## config.mk

```make
export PLATFORM = sky130hd
export DESIGN_NAME = alu_exec_ctrl_flat
export DESIGN_NICKNAME = d
export VERILOG_FILES = /design/src/rtl/alu_exec_ctrl_pkg.sv /design/src/rtl/alu_exec_ctrl_if.sv /design/src/rtl/alu_regfile.sv /design/src/rtl/alu_exec_ctrl.sv /design/src/flat_wrapper.sv
export SDC_FILE = /design/constraint.sdc
export NUM_CORES = 1
export LEC_CHECK = 0
export CAP_MARGIN = 5
export CORE_MARGIN = 4
export CORE_UTILIZATION = 36
export DETAILED_ROUTE_END_ITERATION = 8
export PLACE_DENSITY = 0.68
export RECOVER_POWER = 50
export SLEW_MARGIN = 20
export SYNTH_ARGS = -nofsm -noshare
export SYNTH_HDL_FRONTEND = slang
export SYNTH_SLANG_ARGS = --single-unit
export TNS_END_PERCENT = 10
```

## constraint.sdc

```tcl
create_clock -name clk -period 6.28 [get_ports clk]
set_input_delay 1.57 -clock clk [delete_from_list [all_inputs] [get_ports clk]]
set_output_delay 1.57 -clock clk [all_outputs]
set_load 0.01 [all_outputs]
```

## src/rtl/alu_exec_ctrl_pkg.sv

```systemverilog
// rtl/alu_exec_ctrl_pkg.sv - opcodes, flag bit positions and FSM encoding for the ALU controller
package alu_exec_ctrl_pkg;

  localparam logic [2:0] OP_ADD = 3'd0;
  localparam logic [2:0] OP_SUB = 3'd1;
  localparam logic [2:0] OP_MUL = 3'd2;
  localparam logic [2:0] OP_DIV = 3'd3;
  localparam logic [2:0] OP_AND = 3'd4;
  localparam logic [2:0] OP_OR  = 3'd5;
  localparam logic [2:0] OP_XOR = 3'd6;
  localparam logic [2:0] OP_CMP = 3'd7;

  localparam int FLAG_Z = 0;
  localparam int FLAG_C = 1;
  localparam int FLAG_N = 2;
  localparam int FLAG_E = 3;

  typedef enum logic [1:0] {
    ST_IDLE = 2'd0,
    ST_EXEC = 2'd1,
    ST_WB   = 2'd2
  } state_t;

endpackage

```

## src/rtl/alu_exec_ctrl_if.sv

```systemverilog
// rtl/alu_exec_ctrl_if.sv - instruction handshake plus ALU operand/result bus
interface alu_exec_ctrl_if #(
  parameter int DW  = 8,
  parameter int RAW = 2
);
  logic                    instr_valid;
  logic                    instr_ready;
  logic [4+2*RAW+DW-1:0]   instr;
  logic [DW-1:0]           alu_a;
  logic [DW-1:0]           alu_b;
  logic [7:0]              alu_opr;
  logic                    alu_en;
  logic [DW-1:0]           alu_direct;
  logic                    alu_direct_en;
  logic [DW-1:0]           alu_result;

  modport master (
    output instr_valid, instr, alu_result,
    input  instr_ready, alu_a, alu_b, alu_opr, alu_en, alu_direct, alu_direct_en
  );

  modport slave (
    input  instr_valid, instr, alu_result,
    output instr_ready, alu_a, alu_b, alu_opr, alu_en, alu_direct, alu_direct_en
  );
endinterface

```

## src/rtl/alu_regfile.sv

```systemverilog
// rtl/alu_regfile.sv - NREGS x DW register file, writeback has priority over external load
module alu_regfile #(
  parameter int DW  = 8,
  parameter int RAW = 2
) (
  input  logic           clk,
  input  logic           rst_n,
  input  logic           wb_en,
  input  logic [RAW-1:0] wb_sel,
  input  logic [DW-1:0]  wb_data,
  input  logic           ext_en,
  input  logic [RAW-1:0] ext_sel,
  input  logic [DW-1:0]  ext_data,
  input  logic [RAW-1:0] ra_sel,
  output logic [DW-1:0]  ra_data,
  input  logic [RAW-1:0] rb_sel,
  output logic [DW-1:0]  rb_data,
  input  logic [RAW-1:0] dbg_sel,
  output logic [DW-1:0]  dbg_data
);
  localparam int NREGS = 2**RAW;

  logic [DW-1:0]  regs [NREGS];
  logic           wr_en;
  logic [RAW-1:0] wr_sel;
  logic [DW-1:0]  wr_data;

  // A same-edge external load to a different register is dropped; only one write port exists.
  always_comb begin
    wr_en   = wb_en || ext_en;
    wr_sel  = wb_en ? wb_sel  : ext_sel;
    wr_data = wb_en ? wb_data : ext_data;
  end

  always_ff @(posedge clk or negedge rst_n) begin
    if (!rst_n) begin
      for (int i = 0; i < NREGS; i++) regs[i] <= '0;
    end else if (wr_en) begin
      regs[wr_sel] <= wr_data;
    end
  end

  assign ra_data  = regs[ra_sel];
  assign rb_data  = regs[rb_sel];
  assign dbg_data = regs[dbg_sel];
endmodule

```

## src/rtl/alu_exec_ctrl.sv

```systemverilog
// rtl/alu_exec_ctrl.sv - issues one decoded instruction to the ALU every 3 cycles, writes back and keeps flags
module alu_exec_ctrl
  import alu_exec_ctrl_pkg::*;
#(
  parameter int DW  = 8,
  parameter int RAW = 2
) (
  input  logic           clk,
  input  logic           rst_n,
  alu_exec_ctrl_if.slave bus,
  input  logic           reg_wr_en,
  input  logic [RAW-1:0] reg_wr_sel,
  input  logic [DW-1:0]  reg_wr_data,
  input  logic [RAW-1:0] dbg_sel,
  output logic [DW-1:0]  dbg_data,
  output logic [3:0]     flags,
  output logic           done
);
  localparam int IW = 4 + 2*RAW + DW;

  state_t         state, state_nxt;
  logic [IW-1:0]  instr;
  logic           in_imm_sel;
  logic [2:0]     in_op;
  logic [RAW-1:0] in_rd, in_rs;
  logic [DW-1:0]  in_imm;
  logic           accept;

  logic           imm_sel_q;
  logic [2:0]     op_q;
  logic [RAW-1:0] rd_q;
  logic [DW-1:0]  imm_q, a_q, b_q, rs_val_q;
  logic [3:0]     flags_q;

  logic [DW-1:0]  rd_data, rs_data, diff;
  logic           div_zero, wb_en;
  logic           res_z, res_n, res_c;

  assign instr      = bus.instr;
  assign in_imm_sel = instr[IW-1];
  assign in_op      = instr[IW-2 -: 3];
  assign in_rd      = instr[DW+2*RAW-1 -: RAW];
  assign in_rs      = instr[DW+RAW-1 -: RAW];
  assign in_imm     = instr[DW-1:0];
  assign accept     = bus.instr_valid && (state == ST_IDLE);
  assign div_zero   = (op_q == OP_DIV) && (b_q == '0);

  alu_regfile #(.DW(DW), .RAW(RAW)) u_regfile (
    .clk      (clk),
    .rst_n    (rst_n),
    .wb_en    (wb_en),
    .wb_sel   (rd_q),
    .wb_data  (bus.alu_result),
    .ext_en   (reg_wr_en),
    .ext_sel  (reg_wr_sel),
    .ext_data (reg_wr_data),
    .ra_sel   (in_rd),
    .ra_data  (rd_data),
    .rb_sel   (in_rs),
    .rb_data  (rs_data),
    .dbg_sel  (dbg_sel),
    .dbg_data (dbg_data)
  );

  always_ff @(posedge clk or negedge rst_n) begin
    if (!rst_n) state <= ST_IDLE;
    else        state <= state_nxt;
  end

  always_comb begin
    state_nxt = state;
    case (state)
      ST_IDLE: if (bus.instr_valid) state_nxt = ST_EXEC;
      ST_EXEC: state_nxt = ST_WB;
      ST_WB:   state_nxt = ST_IDLE;
      default: state_nxt = ST_IDLE;
    endcase
  end

  always_comb begin
    bus.instr_ready   = 1'b0;
    bus.alu_en        = 1'b0;
    bus.alu_a         = '0;
    bus.alu_b         = '0;
    bus.alu_opr       = '0;
    bus.alu_direct    = '0;
    bus.alu_direct_en = 1'b0;
    done              = 1'b0;
    wb_en             = 1'b0;
    case (state)
      ST_IDLE: bus.instr_ready = 1'b1;
      ST_EXEC, ST_WB: begin
        bus.alu_en        = !div_zero;
        bus.alu_a         = a_q;
        bus.alu_b         = rs_val_q;
        bus.alu_opr       = {5'b0, op_q};
        bus.alu_direct    = imm_q;
        bus.alu_direct_en = imm_sel_q;
        if (state == ST_WB) begin
          done  = 1'b1;
          wb_en = (op_q != OP_CMP) && !div_zero;
        end
      end
      default: ;
    endcase
  end

  // Operands are frozen at accept so later external loads cannot disturb the in-flight op.
  always_ff @(posedge clk or negedge rst_n) begin
    if (!rst_n) begin
      imm_sel_q <= 1'b0;
      op_q      <= '0;
      rd_q      <= '0;
      imm_q     <= '0;
      a_q       <= '0;
      b_q       <= '0;
      rs_val_q  <= '0;
    end else if (accept) begin
      imm_sel_q <= in_imm_sel;
      op_q      <= in_op;
      rd_q      <= in_rd;
      imm_q     <= in_imm;
      a_q       <= rd_data;
      rs_val_q  <= rs_data;
      b_q       <= in_imm_sel ? in_imm : rs_data;
    end
  end

  always_comb begin
    diff  = a_q - b_q;
    res_z = (bus.alu_result == '0);
    res_n = bus.alu_result[DW-1];
    res_c = 1'b0;
    case (op_q)
      OP_ADD: res_c = ((DW+1)'(a_q) + (DW+1)'(b_q)) > (DW+1)'({DW{1'b1}});
      OP_SUB: res_c = (a_q < b_q);
      OP_MUL: res_c = ((2*DW)'(a_q) * (2*DW)'(b_q)) > (2*DW)'({DW{1'b1}});
      OP_CMP: begin
        res_z = (diff == '0);
        res_n = diff[DW-1];
        res_c = (a_q < b_q);
      end
      default: res_c = 1'b0;
    endcase
  end

  always_ff @(posedge clk or negedge rst_n) begin
    if (!rst_n) begin
      flags_q <= '0;
    end else if (state == ST_WB) begin
      if (div_zero) begin
        flags_q[FLAG_E] <= 1'b1;
      end else begin
        flags_q[FLAG_E] <= 1'b0;
        flags_q[FLAG_Z] <= res_z;
        flags_q[FLAG_N] <= res_n;
        flags_q[FLAG_C] <= res_c;
      end
    end
  end

  assign flags = flags_q;
endmodule

```

## src/flat_wrapper.sv

```systemverilog
// flat-port wrapper written by rule: the top's interface ports become plain ports
module alu_exec_ctrl_flat import alu_exec_ctrl_pkg::*;
#(
  parameter int DW  = 8,
  parameter int RAW = 2
)
  (clk, rst_n, reg_wr_en, reg_wr_sel, reg_wr_data, dbg_sel, dbg_data, flags, done, bus_instr_valid, bus_instr, bus_alu_result, bus_instr_ready, bus_alu_a, bus_alu_b, bus_alu_opr, bus_alu_en, bus_alu_direct, bus_alu_direct_en);
  alu_exec_ctrl_if #(.DW(DW), .RAW(RAW)) bus_i ();
  input  logic clk;
  input  logic rst_n;
  input  logic reg_wr_en;
  input  logic [RAW-1:0] reg_wr_sel;
  input  logic [DW-1:0] reg_wr_data;
  input  logic [RAW-1:0] dbg_sel;
  output logic [DW-1:0] dbg_data;
  output logic [3:0] flags;
  output logic done;
  input wire logic [$bits(bus_i.instr_valid)-1:0] bus_instr_valid;
  input wire logic [$bits(bus_i.instr)-1:0] bus_instr;
  input wire logic [$bits(bus_i.alu_result)-1:0] bus_alu_result;
  output wire logic [$bits(bus_i.instr_ready)-1:0] bus_instr_ready;
  output wire logic [$bits(bus_i.alu_a)-1:0] bus_alu_a;
  output wire logic [$bits(bus_i.alu_b)-1:0] bus_alu_b;
  output wire logic [$bits(bus_i.alu_opr)-1:0] bus_alu_opr;
  output wire logic [$bits(bus_i.alu_en)-1:0] bus_alu_en;
  output wire logic [$bits(bus_i.alu_direct)-1:0] bus_alu_direct;
  output wire logic [$bits(bus_i.alu_direct_en)-1:0] bus_alu_direct_en;
  assign bus_i.instr_valid = bus_instr_valid;
  assign bus_i.instr = bus_instr;
  assign bus_i.alu_result = bus_alu_result;
  assign bus_instr_ready = bus_i.instr_ready;
  assign bus_alu_a = bus_i.alu_a;
  assign bus_alu_b = bus_i.alu_b;
  assign bus_alu_opr = bus_i.alu_opr;
  assign bus_alu_en = bus_i.alu_en;
  assign bus_alu_direct = bus_i.alu_direct;
  assign bus_alu_direct_en = bus_i.alu_direct_en;
  alu_exec_ctrl #(.DW(DW), .RAW(RAW)) u_core (.clk(clk), .rst_n(rst_n), .bus(bus_i), .reg_wr_en(reg_wr_en), .reg_wr_sel(reg_wr_sel), .reg_wr_data(reg_wr_data), .dbg_sel(dbg_sel), .dbg_data(dbg_data), .flags(flags), .done(done));
endmodule
```

==> results.md, run 1 <==
- Status: finished, violations left
- Failing checks: max-capacitance violations, max-slew violations
- Hold-fix buffers at CTS: 0
- Crit path DAT: 5300 ps
- Ant diodes: 0
- Minimum clock period: 5112 ps
- Core Area: 18020 sq um
- Synth cell types: 49
- Clock latency on the worst-skew pair: 330 ps
- Share of cells above drive strength 1: 0.1563
- Post-DP Area: 7617 sq um
- Worst EP required: 6470 ps
- Final hold violations: 0
- Largest net degree at the start of global routing: 77
- WL final: 15250 um
- Slowest CP cell: fa_1
- Most frequent cells in the layout: clkdlybuf4s50_1 (77), dfrtp_1 (76), and2_1 (66), inv_1 (66), ha_1 (56)
- Clk sink count: 76
- Max Cap Viol: 2
- Most common cell after layout, fill and taps aside: clkdlybuf4s50_1
- Critical Path Max Stage Delay: 540 ps
- First-pass GRT wire length: 24760 um
- Endpoints failing setup: 0
- Number of synthesized flops with an enable pin: 0
- PortBufs: 82
- PostCTS Resize Cnt: 0
- Io pins: 88
- WP buf/inv: 4
- Die X: 143.6 um
- Maximum buffer depth of the clock tree: 2
- Die Ht: 143.6 um
- Initial Utilization: 0.3674
- Router iterations before antenna repair: 6
- Number of global-route vias before repair: 4594
- Synthesis-to-finish area growth: 19.46%
- Clk slew on worst S/H paths: 60 ps
- Synth Flop Type: dfrtp_1
- Cts bufs inserted: 9
- # nets final: 807
- H-tree Lvls: 3
- GRT Util Overall: 0.1520
- Kind of critical path: flip-flop to flip-flop
- Cell breakdown of the critical path: inv_1, nor2_1, fa_1, fa_1, fa_1, inv_1, fa_1, inv_1, ha_1, inv_1, o22ai_1, o41ai_1, xor2_1, o2111ai_1, o41ai_1, a31oi_1
- Sequential-to-total area share from yosys stat: 0.2872
- WL/cell: 16.81 um
- Initial DRC count: 142
- Clk root buf: clkbuf_16
- Total Neg Setup Slack: 0 ps
- Cell family with most CP delay: adder cells
- Max transition margin: -0.7334
- Residual DRC count: 0
- Hold crit path type: flip-flop to flip-flop
- Rows: 49
- #FFs+latches synth: 76
- Startpoint types: flip-flop
- Async S/R FF share, synth: 1.000
- Antenna viol nets, final: 0
- Nature of the critical path endpoint: flip-flop
- Final period utilization: 0.8141
- Slew @ Worst Pin: 2600 ps
- RePlAce Congestion: 0.8476
- Design area: 7911 sq um
- Avg Inst Size Synth: 11.07 sq um
- RSZ-0062 raised after global routing: false
- Avg Vias per Cell: 5.097
- Clock skew: 6.992 ps
- Post-Syn Area: 6623 sq um
- Antenna violations before repair: 0
- Critical path fanouts, max: 8
- Hpwl dp: 11740 um
- GR Overflow Total: 0
- Via count: 4623
- YS warnings: 0
- CTS tree: yes
- Number of setup buffers added after CTS: 0
- Max Slew Vio Count: 79
- Cells after Synth: 598
- Die area: 20630 sq um
- Max Clock Freq: 195.6 MHz
==> layer usage <==
layer	wire length (um)	GRT usage	vias up
met5	0	0	-
met4	127	0.03320	0
met3	889	0.02862	9
met2	7607	0.2587	113
met1	6625	0.2028	2307
li1	-	-	2194
==> worst register-to-register path, delay by kind of cell, from the launching register on <==
kind,cells,cell delay (ps)
AO/OA/AOI/OAI,5,1320
XOR/XNOR,1,190
adder cells (fa/ha/maj),5,2450
buffers and inverters,4,440
flip-flops,1,470
AND/OR/NAND/NOR,1,100
==> layout make-up <==
cell class	count	area (sq um)
fill	1760	10110
multi-input combinational	437	4307
sequential	76	1902
timing repair buffer	83	818.3
tap	229	286.5
inverter	66	247.7
clock buffer	10	239.0
clock inverter	6	111.4
==> registers in the layout, indices dropped and copies added (netlist names) <==
register	flops
u_core.imm_q	8
u_core.imm_sel_q	1
u_core.op_q	3
u_core.rd_q	2
u_core.b_q	8
u_core.rs_val_q	8
u_core.state	2
u_core.flags	4
u_core.u_regfile.regs	32
u_core.a_q	8
==> cells by family after synthesis <==
kind of cell             share of synthesized area
XOR/XNOR                                   0.01058
AO/OA/AOI/OAI                              0.05536
adder cells (fa/ha/maj)                     0.2207
AND/OR/NAND/NOR                             0.1296
buffers and inverters                      0.05668
flip-flops                                  0.2872
multiplexers                                0.2394
other                                    0.0005662
==> synthesized netlist by cell type, types with 2 or more instances <==
master | instances | area (sq um)
dfrtp_1 | 76 | 1902
and2_1 | 66 | 412.9
inv_1 | 66 | 247.7
ha_1 | 56 | 700.7
mux2_2 | 55 | 619.3
fa_1 | 38 | 760.7
nor2_1 | 35 | 131.4
mux4_2 | 24 | 540.5
nand2_1 | 23 | 86.33
o21ai_0 | 22 | 110.1
mux2_4 | 18 | 270.3
a21oi_1 | 17 | 85.08
clkbuf_1 | 13 | 48.80
mux2i_1 | 11 | 110.1
buf_4 | 5 | 37.54
nand3_1 | 5 | 25.02
nor2b_1 | 5 | 31.28
nor3_1 | 5 | 25.02
nand2b_1 | 4 | 25.02
nor4_1 | 4 | 25.02
xnor2_1 | 4 | 35.03
xor2_1 | 4 | 35.03
a31oi_1 | 3 | 18.77
buf_6 | 3 | 33.78
nor3b_1 | 3 | 22.52
o41ai_1 | 3 | 26.28
a211oi_1 | 2 | 15.01
a21o_1 | 2 | 15.01
buf_1 | 2 | 7.510
mux2i_4 | 2 | 45.04
o21a_1 | 2 | 15.01
o31ai_1 | 2 | 15.01
or4_1 | 2 | 15.01
==> worst paths after layout <==
| path | slack (ps) | endpoint | cells past startpoint | from |
|---|---|---|---|---|
| min | 500 | u_core.imm_q[4] | 1 | u_core.imm_q[4] |
| min in group asynchronous | 1640 | u_core.u_regfile.regs[19] | 1 | rst_n |
| max in group asynchronous | 1490 | u_core.rd_q[0] | 2 | rst_n |
| min reg2reg | 500 | u_core.imm_q[4] | 1 | u_core.imm_q[4] |
| max | 1170 | u_core.flags[1] | 16 | u_core.a_q[1] |
| max reg2reg | 1170 | u_core.flags[1] | 16 | u_core.a_q[1] |
==> through the flow <==
step	worst slack [ps]	instances	hold WS, ps	util
after floorplan	1630	602	471.3	-
after global placement	1190	890	479.7	0.4226
final	1168	907	497.5	0.4389
after CTS	1149	906	499.5	0.4420
after global routing	704.1	907	512.2	0.4389
after detailed placement	1133	890	485.6	0.4226
Power of run 1 is left out: the tool's default activity adds up to more than one toggle a clock period on the data nets, which glitch-free logic cannot reach.
==> inputs of run 2 (changes only) <==
clock period = 5.2 ns   (was 6.28 ns; I/O delays follow)
==> run 2 against run 1 <==
  * The run still ends with max-capacitance violations, max-slew violations left
  * Final cell count rose by 0.22%
  * Flip-flop and latch count unchanged
  * First-iteration DRC count grew 63%
  * Worst hold slack got worse by 1.4 ps
  * Worst setup slack got worse by 750 ps
  * Critical path depth unchanged
  * Clock-buffer cell count stayed put
  * Largest cell class unchanged
  * Highest routed layer unchanged
==> results.md, run 2 (synthesized netlist as in run 1, its figures left out) <==
- Status: finished, violations left
- Failing checks: max-capacitance violations, max-slew violations
- Core Area: 18020 sq um
- RePlAce Congestion: 0.8465
- Max Cap Viol: 2
- Ant diodes: 0
- Kind of critical path: flip-flop to flip-flop
- Layout Cells excl Fill: 909
- Minimum clock period: 4778 ps
- Placed cells: 893
- Number of global-route vias before repair: 4814
- Slowest CP cell: fa_1
- Most frequent cells in the layout: clkdlybuf4s50_1 (76), dfrtp_1 (74), and2_1 (66), inv_1 (66), ha_1 (56)
- Io pins: 88
- Hpwl dp: 11970 um
- WL/cell: 17.27 um
- PortBufs: 82
- Rows: 49
- WL final: 15700 um
- Max Clock Freq: 209.3 MHz
- Worst EP required: 5410 ps
- Hold crit path type: flip-flop to flip-flop
- Initial Utilization: 0.3674
- Cell family with most CP delay: adder cells
- Die X: 143.6 um
- GR Overflow Total: 0
- GRT Util Overall: 0.1579
- WP buf/inv: 4
- Max Slew Vio Count: 124
- PostCTS Resize Cnt: 0
- Cell breakdown of the critical path: inv_1, nor2_1, fa_1, fa_1, fa_1, inv_1, fa_1, inv_1, ha_1, inv_1, o22ai_1, o41ai_2, xor2_1, o2111ai_1, o41ai_1, a31oi_1
- Clk root buf: clkbuf_16
- First-pass GRT wire length: 25680 um
- Synthesis-to-finish area growth: 19.69%
- RSZ-0062 raised after global routing: false
- Router iterations before antenna repair: 5
- Residual DRC count: 0
- Slew @ Worst Pin: 1969 ps
- Number of setup buffers added after CTS: 0
- H-tree Lvls: 3
- Final period utilization: 0.9188
- Most flops, register: u_core.u_regfile.regs
- Avg Vias per Cell: 5.123
- Startpoint types: flip-flop
- Antenna violations before repair: 0
- Maximum buffer depth of the clock tree: 2
- Hold-fix buffers at CTS: 0
- CTS tree: yes
- Clock skew: 10.22 ps
- Total Neg Setup Slack: 0 ps
- Share of cells above drive strength 1: 0.1853
- Max transition margin: -0.3129
- # nets final: 809
- Via count: 4657
- Clk slew on worst S/H paths: 70 ps
- Die Ht: 143.6 um
- Critical Path Max Stage Delay: 540 ps
- Final hold violations: 0
- Nature of the critical path endpoint: flip-flop
- Clock latency on the worst-skew pair: 340 ps
- Clk sink count: 76
- Die area: 20630 sq um
- Critical path fanouts, max: 8
- Filler cell count: 1760
- Initial DRC count: 232
- Endpoints failing setup: 0
- Largest net degree at the start of global routing: 77
- Antenna viol nets, final: 0
- Max reg flops: 32
- Crit path DAT: 4990 ps
- Cts bufs inserted: 9
- Most common cell after layout, fill and taps aside: clkdlybuf4s50_1
## run 2: changes by cell type in the layout (fill, tap and decap cells not counted), sizes merged
cell | previous run | this run
clkbuf | 12 | 11
buf | 0 | 3
clkinvlp | 1 | 2
dlygate4sd3 | 4 | 5
inv | 66 | 68
bufinv | 3 | 0
clkdlybuf4s50 | 77 | 76
## run 2: cell type report
cell class / instances / area, sq um / area share
Inverter: 66 / 247.7 / 0.03125
Clock buffer: 10 / 239.0 / 0.03015
Multi-Input combinational cell: 437 / 4364 / 0.5506
Clock inverter: 6 / 46.29 / 0.005841
Sequential cell: 76 / 1904 / 0.2403
Timing Repair Buffer: 85 / 838.3 / 0.1058
Tap cell: 229 / 286.5 / 0.03615
## run 2: metrics by stage
stage          hold WS (ps)  instance area (sq um)  setup slack [ps]  utilization
2_1_floorplan         471.3                   6638             549.6            -
3_3_place_gp          480.1                   7640             352.6       0.4239
3_5_place_dp          485.6                   7640             218.0       0.4239
4_1_cts               499.9                   7925             220.0       0.4397
5_1_grt               505.0                   7926             18.37       0.4397
6_report              496.1                   7926             422.4       0.4397
## run 2: path summary, 6_finish.rpt
kind | slack, ps | from | endpoint | depth (start not counted)
worst max-delay path | 420 | u_core.a_q[1] | u_core.flags[1] | 16
worst min-delay path | 500 | u_core.imm_q[5] | u_core.imm_q[5] | 1
worst max register to register | 420 | u_core.a_q[1] | u_core.flags[1] | 16
worst min register to register | 500 | u_core.imm_q[5] | u_core.imm_q[5] | 1
max in group asynchronous | 2370 | rst_n | u_core.b_q[6] | 1
min in group asynchronous | 1490 | rst_n | u_core.u_regfile.regs[13] | 1
## run 2: routing by layer
metal,part of all wire,track usage,vias up
li1,-,-,2193
met1,0.46,0.2194,2358
met2,0.49,0.2646,92
met3,0.033,0.02230,14
met4,0.011,0.03370,0
met5,0,0,-
Power of run 2 is left out for the same reason.
